[src/rtl/picorv32_pcpi_hub.sv]
// picorv32_pcpi_hub
//   Sits between the PicoRV32 PCPI master port and two PCPI coprocessors
//   (slot 0: multiplier, slot 1: divider). A core request is registered and
//   broadcast to every enabled slot with operands held stable. The hub then
//   tracks which slot claims it, captures the result and returns a one-cycle
//   response. It also flags instructions nobody claims and double claims.
//
// Ports
//   clk, resetn                 clock, synchronous active-low reset
//   pcpi_valid/insn/rs1/rs2     request from the core
//   pcpi_wr/rd/wait/ready       response to the core (all registered)
//   s_valid[1:0]                per-slot request valid
//   s_insn/s_rs1/s_rs2          held request, shared by both slots
//   s_wr/s_rd/s_wait/s_ready    per-slot responses, slot n result on s_rd[32n+:32]
//   unclaimed                   one-cycle pulse when no slot claims in time
//   conflict                    one-cycle pulse when both slots claim together
module picorv32_pcpi_hub #(
  parameter int unsigned TIMEOUT   = 16,
  parameter logic [1:0]  SLOT_MASK = 2'b11
) (
  input  logic        clk,
  input  logic        resetn,
  input  logic        pcpi_valid,
  input  logic [31:0] pcpi_insn,
  input  logic [31:0] pcpi_rs1,
  input  logic [31:0] pcpi_rs2,
  output logic        pcpi_wr,
  output logic [31:0] pcpi_rd,
  output logic        pcpi_wait,
  output logic        pcpi_ready,
  output logic [1:0]  s_valid,
  output logic [31:0] s_insn,
  output logic [31:0] s_rs1,
  output logic [31:0] s_rs2,
  input  logic [1:0]  s_wr,
  input  logic [63:0] s_rd,
  input  logic [1:0]  s_wait,
  input  logic [1:0]  s_ready,
  output logic        unclaimed,
  output logic        conflict
);

  typedef enum logic [2:0] {
    ST_IDLE  = 3'd0,
    ST_ISSUE = 3'd1,
    ST_WAIT  = 3'd2,
    ST_DONE  = 3'd3,
    ST_HOLD  = 3'd4
  } state_t;

  // Counter value at which an unclaimed instruction is abandoned.
  localparam logic [7:0] TO_LAST = 8'(TIMEOUT - 32'd1);

  state_t      state_q, state_d;
  logic [7:0]  cnt_q, cnt_d;
  logic        claim_q, claim_d;
  logic [1:0]  s_valid_q, s_valid_d;
  logic [31:0] s_insn_q, s_insn_d;
  logic [31:0] s_rs1_q, s_rs1_d;
  logic [31:0] s_rs2_q, s_rs2_d;
  logic        pcpi_wr_q, pcpi_wr_d;
  logic [31:0] pcpi_rd_q, pcpi_rd_d;
  logic        pcpi_wait_q, pcpi_wait_d;
  logic        pcpi_ready_q, pcpi_ready_d;
  logic        unclaimed_q, unclaimed_d;
  logic        conflict_q, conflict_d;

  // Disabled slots never contribute a claim.
  logic [1:0] rdy_en_s;
  logic [1:0] wait_en_s;
  logic       rdy_sel_s;
  logic       wait_sel_s;

  // Result slice of one slot.
  function automatic logic [31:0] slot_rd(input logic [63:0] rd, input logic sel);
    slot_rd = sel ? rd[63:32] : rd[31:0];
  endfunction

  assign rdy_en_s   = s_ready & SLOT_MASK;
  assign wait_en_s  = s_wait  & SLOT_MASK;
  // Slot 0 wins every tie.
  assign rdy_sel_s  = ~rdy_en_s[0];
  assign wait_sel_s = ~wait_en_s[0];

  // Next-state and registered-output logic of the request FSM.
  always_comb begin
    state_d      = state_q;
    cnt_d        = cnt_q;
    claim_d      = claim_q;
    s_valid_d    = s_valid_q;
    s_insn_d     = s_insn_q;
    s_rs1_d      = s_rs1_q;
    s_rs2_d      = s_rs2_q;
    pcpi_wr_d    = 1'b0;
    pcpi_rd_d    = pcpi_rd_q;
    pcpi_wait_d  = pcpi_wait_q;
    pcpi_ready_d = 1'b0;
    unclaimed_d  = 1'b0;
    conflict_d   = 1'b0;
    case (state_q)
      ST_IDLE: begin
        if (pcpi_valid) begin
          s_insn_d  = pcpi_insn;
          s_rs1_d   = pcpi_rs1;
          s_rs2_d   = pcpi_rs2;
          s_valid_d = SLOT_MASK;
          cnt_d     = 8'd0;
          state_d   = ST_ISSUE;
        end else begin
          state_d   = ST_IDLE;
        end
      end
      ST_ISSUE: begin
        cnt_d = cnt_q + 8'd1;
        if (!pcpi_valid) begin
          s_valid_d   = 2'b00;
          pcpi_wait_d = 1'b0;
          state_d     = ST_IDLE;
        end else if (|rdy_en_s) begin
          // Ready outranks any wait seen in the same cycle.
          pcpi_wr_d    = s_wr[rdy_sel_s];
          pcpi_rd_d    = slot_rd(s_rd, rdy_sel_s);
          pcpi_ready_d = 1'b1;
          conflict_d   = &rdy_en_s;
          s_valid_d    = 2'b00;
          state_d      = ST_DONE;
        end else if (|wait_en_s) begin
          claim_d     = wait_sel_s;
          conflict_d  = &wait_en_s;
          pcpi_wait_d = 1'b1;
          state_d     = ST_WAIT;
        end else if (cnt_q == TO_LAST) begin
          // The core sees no ready and takes its illegal-instruction path.
          s_valid_d   = 2'b00;
          unclaimed_d = 1'b1;
          state_d     = ST_HOLD;
        end else begin
          state_d     = ST_ISSUE;
        end
      end
      ST_WAIT: begin
        // Counter frozen: a claimed instruction may run arbitrarily long.
        if (!pcpi_valid) begin
          s_valid_d   = 2'b00;
          pcpi_wait_d = 1'b0;
          state_d     = ST_IDLE;
        end else if (s_ready[claim_q]) begin
          pcpi_wr_d    = s_wr[claim_q];
          pcpi_rd_d    = slot_rd(s_rd, claim_q);
          pcpi_ready_d = 1'b1;
          pcpi_wait_d  = 1'b0;
          s_valid_d    = 2'b00;
          state_d      = ST_DONE;
        end else begin
          state_d      = ST_WAIT;
        end
      end
      ST_DONE: begin
        state_d = ST_HOLD;
      end
      ST_HOLD: begin
        // A valid that lingers after the response must not re-issue.
        if (!pcpi_valid) begin
          state_d = ST_IDLE;
        end else begin
          state_d = ST_HOLD;
        end
      end
      default: begin
        s_valid_d   = 2'b00;
        pcpi_wait_d = 1'b0;
        state_d     = ST_IDLE;
      end
    endcase
  end

  // State and output registers.
  always_ff @(posedge clk) begin
    if (!resetn) begin
      state_q      <= ST_IDLE;
      cnt_q        <= 8'd0;
      claim_q      <= 1'b0;
      s_valid_q    <= 2'b00;
      s_insn_q     <= 32'd0;
      s_rs1_q      <= 32'd0;
      s_rs2_q      <= 32'd0;
      pcpi_wr_q    <= 1'b0;
      pcpi_rd_q    <= 32'd0;
      pcpi_wait_q  <= 1'b0;
      pcpi_ready_q <= 1'b0;
      unclaimed_q  <= 1'b0;
      conflict_q   <= 1'b0;
    end else begin
      state_q      <= state_d;
      cnt_q        <= cnt_d;
      claim_q      <= claim_d;
      s_valid_q    <= s_valid_d;
      s_insn_q     <= s_insn_d;
      s_rs1_q      <= s_rs1_d;
      s_rs2_q      <= s_rs2_d;
      pcpi_wr_q    <= pcpi_wr_d;
      pcpi_rd_q    <= pcpi_rd_d;
      pcpi_wait_q  <= pcpi_wait_d;
      pcpi_ready_q <= pcpi_ready_d;
      unclaimed_q  <= unclaimed_d;
      conflict_q   <= conflict_d;
    end
  end

  assign pcpi_wr    = pcpi_wr_q;
  assign pcpi_rd    = pcpi_rd_q;
  assign pcpi_wait  = pcpi_wait_q;
  assign pcpi_ready = pcpi_ready_q;
  assign s_valid    = s_valid_q;
  assign s_insn     = s_insn_q;
  assign s_rs1      = s_rs1_q;
  assign s_rs2      = s_rs2_q;
  assign unclaimed  = unclaimed_q;
  assign conflict   = conflict_q;

endmodule

[config.mk]
export PLATFORM = sky130hd
export DESIGN_NAME = picorv32_pcpi_hub
export DESIGN_NICKNAME = d
export VERILOG_FILES = /design/src/rtl/picorv32_pcpi_hub.sv
export SDC_FILE = /design/constraint.sdc
export NUM_CORES = 1
export LEC_CHECK = 0
export ABC_AREA = 1
export BUFFER_PORTS_ARGS = -buffer_cell sky130_fd_sc_hd__buf_2
export CORE_MARGIN = 2
export CORE_UTILIZATION = 47
export CTS_CLUSTER_SIZE = 25
export DETAILED_ROUTE_END_ITERATION = 8
export HOLD_SLACK_MARGIN = 0.12
export PLACE_DENSITY_LB_ADDON = 0.3
export SLEW_MARGIN = 10
export SYNTH_ARGS = -nofsm -noshare
export SYNTH_HDL_FRONTEND = slang
export SYNTH_SLANG_ARGS = --single-unit
[constraint.sdc]
create_clock -name clk -period 1.95 [get_ports clk]
set_clock_uncertainty 0.2 [all_clocks]
set_input_delay 0.39 -clock clk [delete_from_list [all_inputs] [get_ports clk]]
set_output_delay 0.39 -clock clk [all_outputs]
set_load 0.05 [all_outputs]
* Yosys cells after proc, flatten, opt, wreduce, memory -nomap -nowiden *
Cells that the tools add are included.
W data, S select, Z words.

operators by class
  add/sub/neg operators = 1
  $lt $le $gt $ge = 2
  equality and inequality tests = 15
  multiplexer cells = 51
  bitwise operators = 8
  reduce and logical (&&, ||, !) cells = 17

operators with widths
  kind                   number
  $mux W32               6
  $pmux W32 S2           1
  $mux W1                24
  $mux W2                8
  $pmux W8 S2            1
  $mux W3                5
  $pmux W3 S5            1
  $ne A2 B2 Y1 const B   5
  $reduce_and A5 Y1      2
  $ne A3 B3 Y1 const B   3
  $add A8 B1 Y8 const B  1
  $eq A8 B4 Y1 const B   1
  $mux W8                1
  $ne A4 B4 Y1 const B   2
  $not A1 Y1             8
  $pmux W2 S4            1
  $reduce_and A2 Y1      4
  $reduce_and A4 Y1      2
  $reduce_or A7 Y1       1
  $eq A3 B2 Y1 const B   2
  $reduce_or A2 Y1       3
  $lt A1 B2 Y1 const B   2
  $pmux W1 S2            2
  $reduce_bool A2 Y1     2
  other kinds (6)        6

storage, ports and cells
  register bits after elaboration = 147
  input bits = 169
  output and inout port bits = 135

* Logic depth before layout (Yosys ltp) *
Gate-level depths: netlist of the first run.

  word-level depth = 6
  depth in mapped cells = 9
  gate-level depth less buffers = 9

* Least setup slack after synthesis of the first run *
OpenSTA, ideal clock, no wires.

  kind = register to register
  start point = register state_q[0]
  end point = register s_insn_q[10] (netlist: s_insn[10])
  data arrival time = 1.321 ns
  path slack = 0.312 ns
  cell stages (with the launch flop) = 10
  period minus slack after synthesis = 1.638 ns
  cells stage by stage = dfxtp_1 nor2_1 nand2_1 nor2_1 buf_4 inv_2 buf_4 buf_4 nor2_1 nor2_1

on the way
  cells in the longest elaborated chain, start to end = 2

RTL lines
  what                         line  source
  start, declared              54    state_t state_q, state_d;
  start signal, assigned       194   state_q <= state_d;
  $logic_not A3 Y1             100   case (state_q)
  $reduce_and A2 Y1 (no line)  n/a
  end signal, assigned         198   s_insn_q <= s_insn_d;
  end, declared                58    logic [31:0] s_insn_q, s_insn_d;

No other way between the ends.
A chain may end at the register's enable or synchronous reset.

* Worst setup path in the final report of the first run *
  start point = register state_q[2]
  end point = register pcpi_rd_q[4] (netlist: pcpi_rd[4])

on the way
  cells in the longest elaborated chain, start to end = 3

RTL lines
  what                                                                 line  source
  $eq A3 B2 Y1 / $eq A3 B1 Y1 (equally long branches)                  100
  $ne A2 B2 Y1 (no line) / $reduce_bool A2 Y1 (equally long branches)  n/a
  $reduce_and A5 Y1 (no line)                                          n/a
  end signal, assigned                                                 202   pcpi_rd_q <= pcpi_rd_d;
  end, declared                                                        62    logic [31:0] pcpi_rd_q, pcpi_rd_d;

Parallel ways exist; a longest one is shown, timed or not.

==> reports/qor.yml, run 1 <==
status: "complete, no violations"
synth_cell_types: 25
ios: 304
die_h_microns: 122.7
synth_seq_cells: 146
synth-seq-area-share: 0.4415
crit_required_ps: 2090
r2r-start: "state_q[2]"
yosys_warnings: 0
crit_buf_inv: 2
reg2reg_to: "pcpi_rd[4]"
h-tree-depth: 4
grtUsageTotal: 0.3001
critical-path-slowest-cell: "dfxtp_1"
rsz0062_at_grt: "false"
path_cells: "inv_1 > nand3_2 > nor2_4 > nand2_2 > nand2_2 > buf_4 > o211ai_1 > a21oi_1"
wl_met3_microns: 1780
path_class: "reg -> reg"
hold_class: "in -> reg"
grt_pass1_vias: 7517
antenna_found_initial: 0
pwr-share-clk: 0.354
layout-drive-gt1-share: 0.2669
top_layer: "met4"
startpoint: "state_q[2]"
cts_tree: "built"
pre_cts_ws_ps: 214.8
leakagePower_nw: 4.986
p_comb_frac: 0.262
arrival_ps: 1910
synth_cells: 992
fin_ws_ps: 182.5
via_per_inst: 5.154
period_minus_slack_ps: 1767
holdWs_ps: 153.9
grt_max_degree: 75
numPortBuffers: 303
root_buffer: "clkbuf_16"
clock_path_buffers: 2
drc_errors: 0
nets: 1536
pwr_density_cell_mw_per_mm2: 884.2
n_antenna_cell: 0
layout-area-overhead-vs-synth_pct: 48.86
tns_ps: 0
fin_util: 0.7127
irDropWorstVdd_uv: 760.5
clkLatencyLatePin_ps: 420
n_fill_cell: 1089
switching_share: 0.3462
dpl.cell_count: 1428
p_sw_mw: 3.017
detail-route-antenna-nets: 0
worstSetupStartpointType: "flip-flop"
reg2reg_depth: 8
cts.sinks: 146
gp_congestion: 0.8440
cts_buffers: 17
path_common_cell: "nand2_2"
start_util: 0.4788
met1_length_microns: 9079
fmax_mhz: 565.8
reg2reg_setup_slack_ps: 180
dpl-instance-area_sq_mm: 0.008309
final_hold_viol_count: 0
dp_hpwl_microns: 13700
final-max-slew-violation-count: 0
path_depth: 8
setup_viol: 0
final_min_period_over_clock_period: 0.9064
dieArea_sq_mm: 0.01505
crit_end: "pcpi_rd[4]"
cap_violations: 0
fp.dieW_microns: 122.7
grt_overflow: 0
final_cell_area_sq_mm: 0.009854
wl_per_cell_microns: 14.87
vias: 8035
wl_met2_microns: 11250
p_int_mw: 5.697
cp-end-kind: "flip-flop"
totalPowerFinal_mw: 8.714
critPathMaxFanout: 14
rows: 43
finalNonFillerCells: 1559
crit_family: "simple AND/OR/NAND/NOR gates"
drt_wl_total_microns: 23180
coreArea_sq_mm: 0.01383
syn_nets: 1162
clk_pin_slew_ps: 60
avgSynthCellArea_sq_um: 6.673
syn_area_sq_mm: 0.006620
slowest_delay_ps: 360
seqPwrFrac: 0.385
grt_first_pass_wirelength_microns: 35880
tightest_slew_ps: 440.0
slew_headroom: 0.7067
drt_pass1_iterations: 5
drt_iter0_markers: 370
[repair_timing]
| item | in CTS | in global routing |
|---|---|---|
| hold buffers | 98 | 0 |
| gates resized for setup | 0 | 2 |
| setup endpoints to repair | 0 | 2 |
| setup buffers | 0 | 1 |
| endpoints found under the hold margin | 98 | 0 |
[worst min path at each step]
stage,from,to,slack [ps],cells past startpoint
floorplan,cnt_q[0],cnt_q[0],250,1
global placement,pcpi_rd[31],pcpi_rd[31],250,2
detailed placement,pcpi_rd[18],pcpi_rd[18],250,2
CTS,s_wr[1],pcpi_wr,140,5
global route,s_wr[1],pcpi_wr,180,5
finish,s_wr[1],pcpi_wr,150,5
[logic make-up (layout without fill, tap and decap cells)]
logic type,Yosys count,in the layout,synth area share
simple gates,465,465,0.2731
compound gates,252,252,0.2036
flops,146,146,0.4415
buf+inv,128,515,0.07995
fa+ha+maj,1,1,0.001890
[worst min-delay path, stage by stage]
cell     delay (ps)
buf_2           100
inv_1            50
o21ai_0          70
nand3_1          60
a21oi_1          50
[per-layer routing]
| metal | up-vias | global-route usage |
|---|---|---|
| met5 | - | 0 |
| met4 | 0 | 0.1580 |
| met3 | 100 | 0.08783 |
| met2 | 387 | 0.5121 |
| met1 | 3611 | 0.3370 |
| li1 | 3937 | - |
[cell usage in the layout (no fill, tap or decap), drive strengths merged]
cell type / n
nand2: 228
nand4: 2
dfxtp: 146
buf: 328
bufinv: 1
a21oi: 45
nor3b: 1
a31oi: 1
clkinvlp: 4
nand3: 12
inv: 60
o22ai: 1
clkinv: 4
dlygate4sd3: 98
nor2: 217
nor4: 1
nor3: 3
o21ai: 173
ha: 1
o211ai: 32
clkbuf: 20
nand3b: 1
[power by group through the flow]
stage / clock network, mW / logic (mW) / registers (mW)
2_1_floorplan: 0 / 0.651 / 4.19
3_3_place_gp: 0 / 2.04 / 3.39
3_5_place_dp: 0 / 2.06 / 3.39
4_1_cts: 3.12 / 2.22 / 3.34
5_1_grt: 3.28 / 2.44 / 3.37
6_report: 3.08 / 2.28 / 3.35
[synthesized netlist by cell type]
| library cell | number | area (sq um) |
|---|---|---|
| clkbuf_1 | 44 | 165.2 |
| inv_2 | 3 | 11.26 |
| a31oi_1 | 1 | 6.260 |
| buf_2 | 21 | 105.1 |
| nand3_2 | 1 | 10.01 |
| nor3_4 | 1 | 16.27 |
| buf_4 | 6 | 45.04 |
| ha_1 | 1 | 12.51 |
| inv_1 | 54 | 202.7 |
| o22ai_1 | 1 | 6.260 |
| nor2_1 | 216 | 810.8 |
| nand3_1 | 11 | 55.05 |
| a21oi_1 | 45 | 225.2 |
| dfxtp_1 | 146 | 2923 |
| nor2_4 | 1 | 11.26 |
| nor3_1 | 2 | 10.01 |
| o21ai_2 | 1 | 8.760 |
| nor3b_1 | 1 | 7.510 |
| nand2_1 | 226 | 848.3 |
| nand2_2 | 2 | 12.51 |
| nor4_1 | 1 | 6.260 |
| o211ai_1 | 32 | 240.2 |
| o21ai_0 | 172 | 860.8 |
| nand3b_1 | 1 | 7.510 |
| nand4_1 | 2 | 12.51 |
[layout make-up]
cell class	instances	area (sq um)	share of cell area
clock buffer	20	446.7	0.04533
inverter	57	214.0	0.02171
timing repair buffer	426	2764	0.2805
clock inverter	12	106.4	0.01079
multi-input combinational	718	3176	0.3222
tap	180	225.2	0.02285
sequential	146	2923	0.2966
[state kept, by name (all words and copies together), names as in the netlist]
signal / count
claim_q: 1
cnt_q: 8
conflict: 1
pcpi_rd: 32
pcpi_ready: 1
pcpi_wait: 1
pcpi_wr: 1
s_insn: 32
s_rs1: 32
s_rs2: 32
s_valid: 1
state_q: 3
unclaimed: 1
Note: power is estimated with default switching activity, not from simulation.
==> inputs of run 2 (changes only) <==
--- a/config.mk
+++ b/config.mk
@@ -5,14 +5,15 @@
 export SDC_FILE = /design/constraint.sdc
 export NUM_CORES = 1
 export LEC_CHECK = 0
-export ABC_AREA = 1
+export ABC_AREA = 0
 export BUFFER_PORTS_ARGS = -buffer_cell sky130_fd_sc_hd__buf_2
 export CORE_MARGIN = 2
-export CORE_UTILIZATION = 47
+export CORE_UTILIZATION = 45
 export CTS_CLUSTER_SIZE = 25
 export DETAILED_ROUTE_END_ITERATION = 8
 export HOLD_SLACK_MARGIN = 0.12
 export PLACE_DENSITY_LB_ADDON = 0.3
+export REMOVE_ABC_BUFFERS = 1
 export SLEW_MARGIN = 10
 export SYNTH_ARGS = -nofsm -noshare
 export SYNTH_HDL_FRONTEND = slang
==> run 2 against run 1 <==
Effect of this change:
- area after synthesis decreased by 11%
- synthesized cell count shrank 31%
- flip-flop and latch count stayed put
- non-clock buffer count rose by 15
- final cell count shrank 18%
- die area fell by 7.0%
- count of clock-buffer cells in the layout down 1
==> reports/qor.yml, run 2 <==
antenna_found_initial: 0  # unchanged
grt_max_degree: 100  # was 75
vias: 6769  # was 8,035
rows: 41  # was 43
critPathMaxFanout: 99  # was 14
cts_tree: "built"  # unchanged
wl_per_cell_microns: 17.16  # was 14.87 microns
slew_headroom: 0.5974  # was 0.7067
final_common_cell: "buf_2"  # unchanged
cts.sinks: 146  # unchanged
path_class: "reg -> reg"  # unchanged
drt_pass1_iterations: 5  # unchanged
pwr_density_cell_mw_per_mm2: 889.4  # was 884.2 mW/mm^2
final_min_period_over_clock_period: 0.9907  # was 0.9064
ys_async_sr_fraction: 0  # unchanged
synth_cell_types: 47  # was 25
cts_buffers: 17  # unchanged
synth_common_cells: "200 x nand2_1, 146 x dfxtp_1, 135 x a21oi_1, 33 x mux2i_1, 28 x clkbuf_1"  # was 226 x nand2_1, 216 x nor2_1, 172 x o21ai_0, 146 x dfxtp_1, 54 x inv_1
synth_area_leader_cell: "dfxtp_1"  # unchanged
irDropWorstVdd_uv: 703.4  # was 760.5 uV
syn_area_sq_mm: 0.005878  # was 0.006620 sq mm
die_h_microns: 118.3  # was 122.7 microns
critical-path-slowest-cell: "dfxtp_1"  # unchanged
start_util: 0.4639  # was 0.4788
synth-seq-area-share: 0.4972  # was 0.4415
h-tree-depth: 4  # unchanged
clock_path_buffers: 2  # unchanged
yosys_warnings: 0  # unchanged
via_per_inst: 5.317  # was 5.154
fin_ws_ps: 18.12  # was 182.5 ps
startpoint: "state_q[1]"  # was state_q[2]
netlist.area_leader.share: 0.4972  # was 0.4415
multiInputGateArea_sq_mm: 0.002676  # was 0.003176 sq mm
drt_iter0_markers: 542  # was 370
pre_cts_ws_ps: 54.47  # was 214.8 ps
ios: 304  # unchanged
grtUsageTotal: 0.3042  # was 0.3001
hold_class: "in -> reg"  # unchanged
tns_ps: 0  # unchanged
gp_congestion: 0.9271  # was 0.8440
totalPowerFinal_mw: 8.331  # was 8.714 mW
detail-route-antenna-nets: 0  # unchanged
dp_hpwl_microns: 12250  # was 13,700 microns
fmax_mhz: 517.6  # was 565.8 MHz
path_cells: "buf_4 > nor2_1 > nand2_4 > buf_12 > nand2_1 > a21oi_1"  # was inv_1 > nand3_2 > nor2_4 > nand2_2 > nand2_2 > buf_4 > o211ai_1 > a21oi_1
root_buffer: "clkbuf_16"  # unchanged
clkLatencyLatePin_ps: 420  # about the same
grt_pass1_vias: 6770  # was 7,517
final_cell_area_sq_mm: 0.009368  # was 0.009854 sq mm
synth_cells: 683  # was 992
grt_first_pass_wirelength_microns: 34110  # was 35,880 microns
nets: 1258  # was 1,536
synth.most_common_cell: "nand2_1"  # unchanged
crit_required_ps: 2080  # was 2090 ps
coreArea_sq_mm: 0.01267  # was 0.01383 sq mm
cap_violations: 0  # unchanged
worstSetupStartpointType: "flip-flop"  # unchanged
seq_area_sq_mm: 0.002925  # was 0.002923 sq mm
slowest_delay_ps: 390  # was 360 ps
r2r-start: "state_q[1]"  # was state_q[2]
clk_pin_slew_ps: 60  # about the same
leakagePower_nw: 4.313  # was 4.986 nW
period_minus_slack_ps: 1932  # was 1767 ps
n_antenna_cell: 0  # unchanged
holdWs_ps: 126.0  # was 153.9 ps
dieArea_sq_mm: 0.01399  # was 0.01505 sq mm
dpl-instance-area_sq_mm: 0.007615  # was 0.008309 sq mm
setup_viol: 0  # unchanged
tightest_slew_ps: 588.8  # was 440.0 ps
drt_wl_total_microns: 21850  # was 23,180 microns
grt_overflow: 0  # unchanged
synth_edf_count: 0  # unchanged
n_fill_cell: 883  # was 1,089
hold_start: "s_rd[42]"  # was s_wr[1]
layout-area-overhead-vs-synth_pct: 59.37  # was 48.86%
final_cell_mix: "303 x buf_2, 199 x nand2_1, 144 x dfxtp_1, 135 x a21oi_1, 114 x dlygate4sd3_1"  # was 303 x buf_2, 226 x nand2_1, 215 x nor2_1, 171 x o21ai_0, 146 x dfxtp_1
arrival_ps: 2060  # was 1910 ps
synth_seq_cells: 146  # unchanged
final_hold_viol_count: 0  # unchanged
layout-drive-gt1-share: 0.3551  # was 0.2669
numPortBuffers: 303  # unchanged
fp.dieW_microns: 118.3  # was 122.7 microns
synth_area_leaders: "dfxtp_1 50%, nand2_1 13%, a21oi_1 11%"  # was dfxtp_1 44%, o21ai_0 13%, nand2_1 13%
final-max-slew-violation-count: 0  # unchanged
synth_flop_cell: "dfxtp_1"  # unchanged
status: "complete, no violations"  # unchanged
cp-end-kind: "flip-flop"  # unchanged
avgSynthCellArea_sq_um: 8.606  # was 6.673 sq um
drc_errors: 0  # unchanged
[run 2: changes by cell type after synthesis, sizes merged, moves of 3 or more]
| cell | delta |
|---|---|
| nor2 | -209 |
| o21ai | -166 |
| a21oi | +91 |
| inv | -54 |
| a211oi | +34 |
| mux2i | +34 |
| o211ai | -31 |
| nand2 | -28 |
| clkbuf | -15 |
| nand4 | +5 |
| nand3 | -4 |
| nor2b | +4 |
| and2 | +3 |
| nand2b | +3 |
[run 2: stage by stage]
step | instances | utilization
after global routing | 1273 | 0.7393
after floorplan | 628 | -
final | 1273 | 0.7393
after detailed placement | 1124 | 0.6010
after global placement | 1124 | 0.6010
after CTS | 1270 | 0.7366
[run 2: repair_timing]
item | in CTS | in global routing
hold buffers | 114 | 0
hold endpoints to repair | 107 | 0
buffers inserted | 0 | 2
resized for setup | 0 | 3
setup endpoints to repair | 0 | 9
[run 2: final timing paths]
| path | endpoint | slack, ps | cells past startpoint |
|---|---|---|---|
| worst min-delay path | pcpi_rd[10] | 130 | 3 |
| worst max register to register | s_insn[19] | 20 | 6 |
| worst min register to register | s_rs2[23] | 250 | 2 |
| worst max-delay path | s_insn[19] | 20 | 6 |
[run 2: kinds of logic after synthesis]
family,count (synthesis),synth area share
simple gates,250,0.1833
compound gates,193,0.2082
fa+ha+maj,1,0.002128
xor+xnor,1,0.001490
buf+inv,58,0.04917
flops,146,0.4972
mux,34,0.05854
[run 2: where the power goes]
part | switching [mW] | internal, mW
Clock | 1.31 | 1.91
Sequential | 0.0943 | 3.16
Combinational | 1.22 | 0.635
[run 2: critical path: cells and delay by family, from the launching register on]
| family | cells | cell delay, ps |
|---|---|---|
| AO/OA/AOI/OAI | 1 | 270 |
| buffers and inverters | 2 | 500 |
| flip-flops | 1 | 390 |
| AND/OR/NAND/NOR | 3 | 330 |
[run 2: area by class of cell]
class,instances,area share
repair buffers,441,0.3159
flip-flops and latches,146,0.3123
multi-input cells,479,0.2857
clock buffers,19,0.04728
well taps,172,0.02297
clock inverters,13,0.01443
inverters,3,0.001469
[run 2: per-layer routing]
metal | global-route usage | vias up | share of wire
met5 | 0 | - | 0
met4 | 0.1709 | 0 | 0.052
met3 | 0.07963 | 86 | 0.084
met2 | 0.5423 | 413 | 0.50
met1 | 0.3241 | 3110 | 0.36
li1 | - | 3160 | -
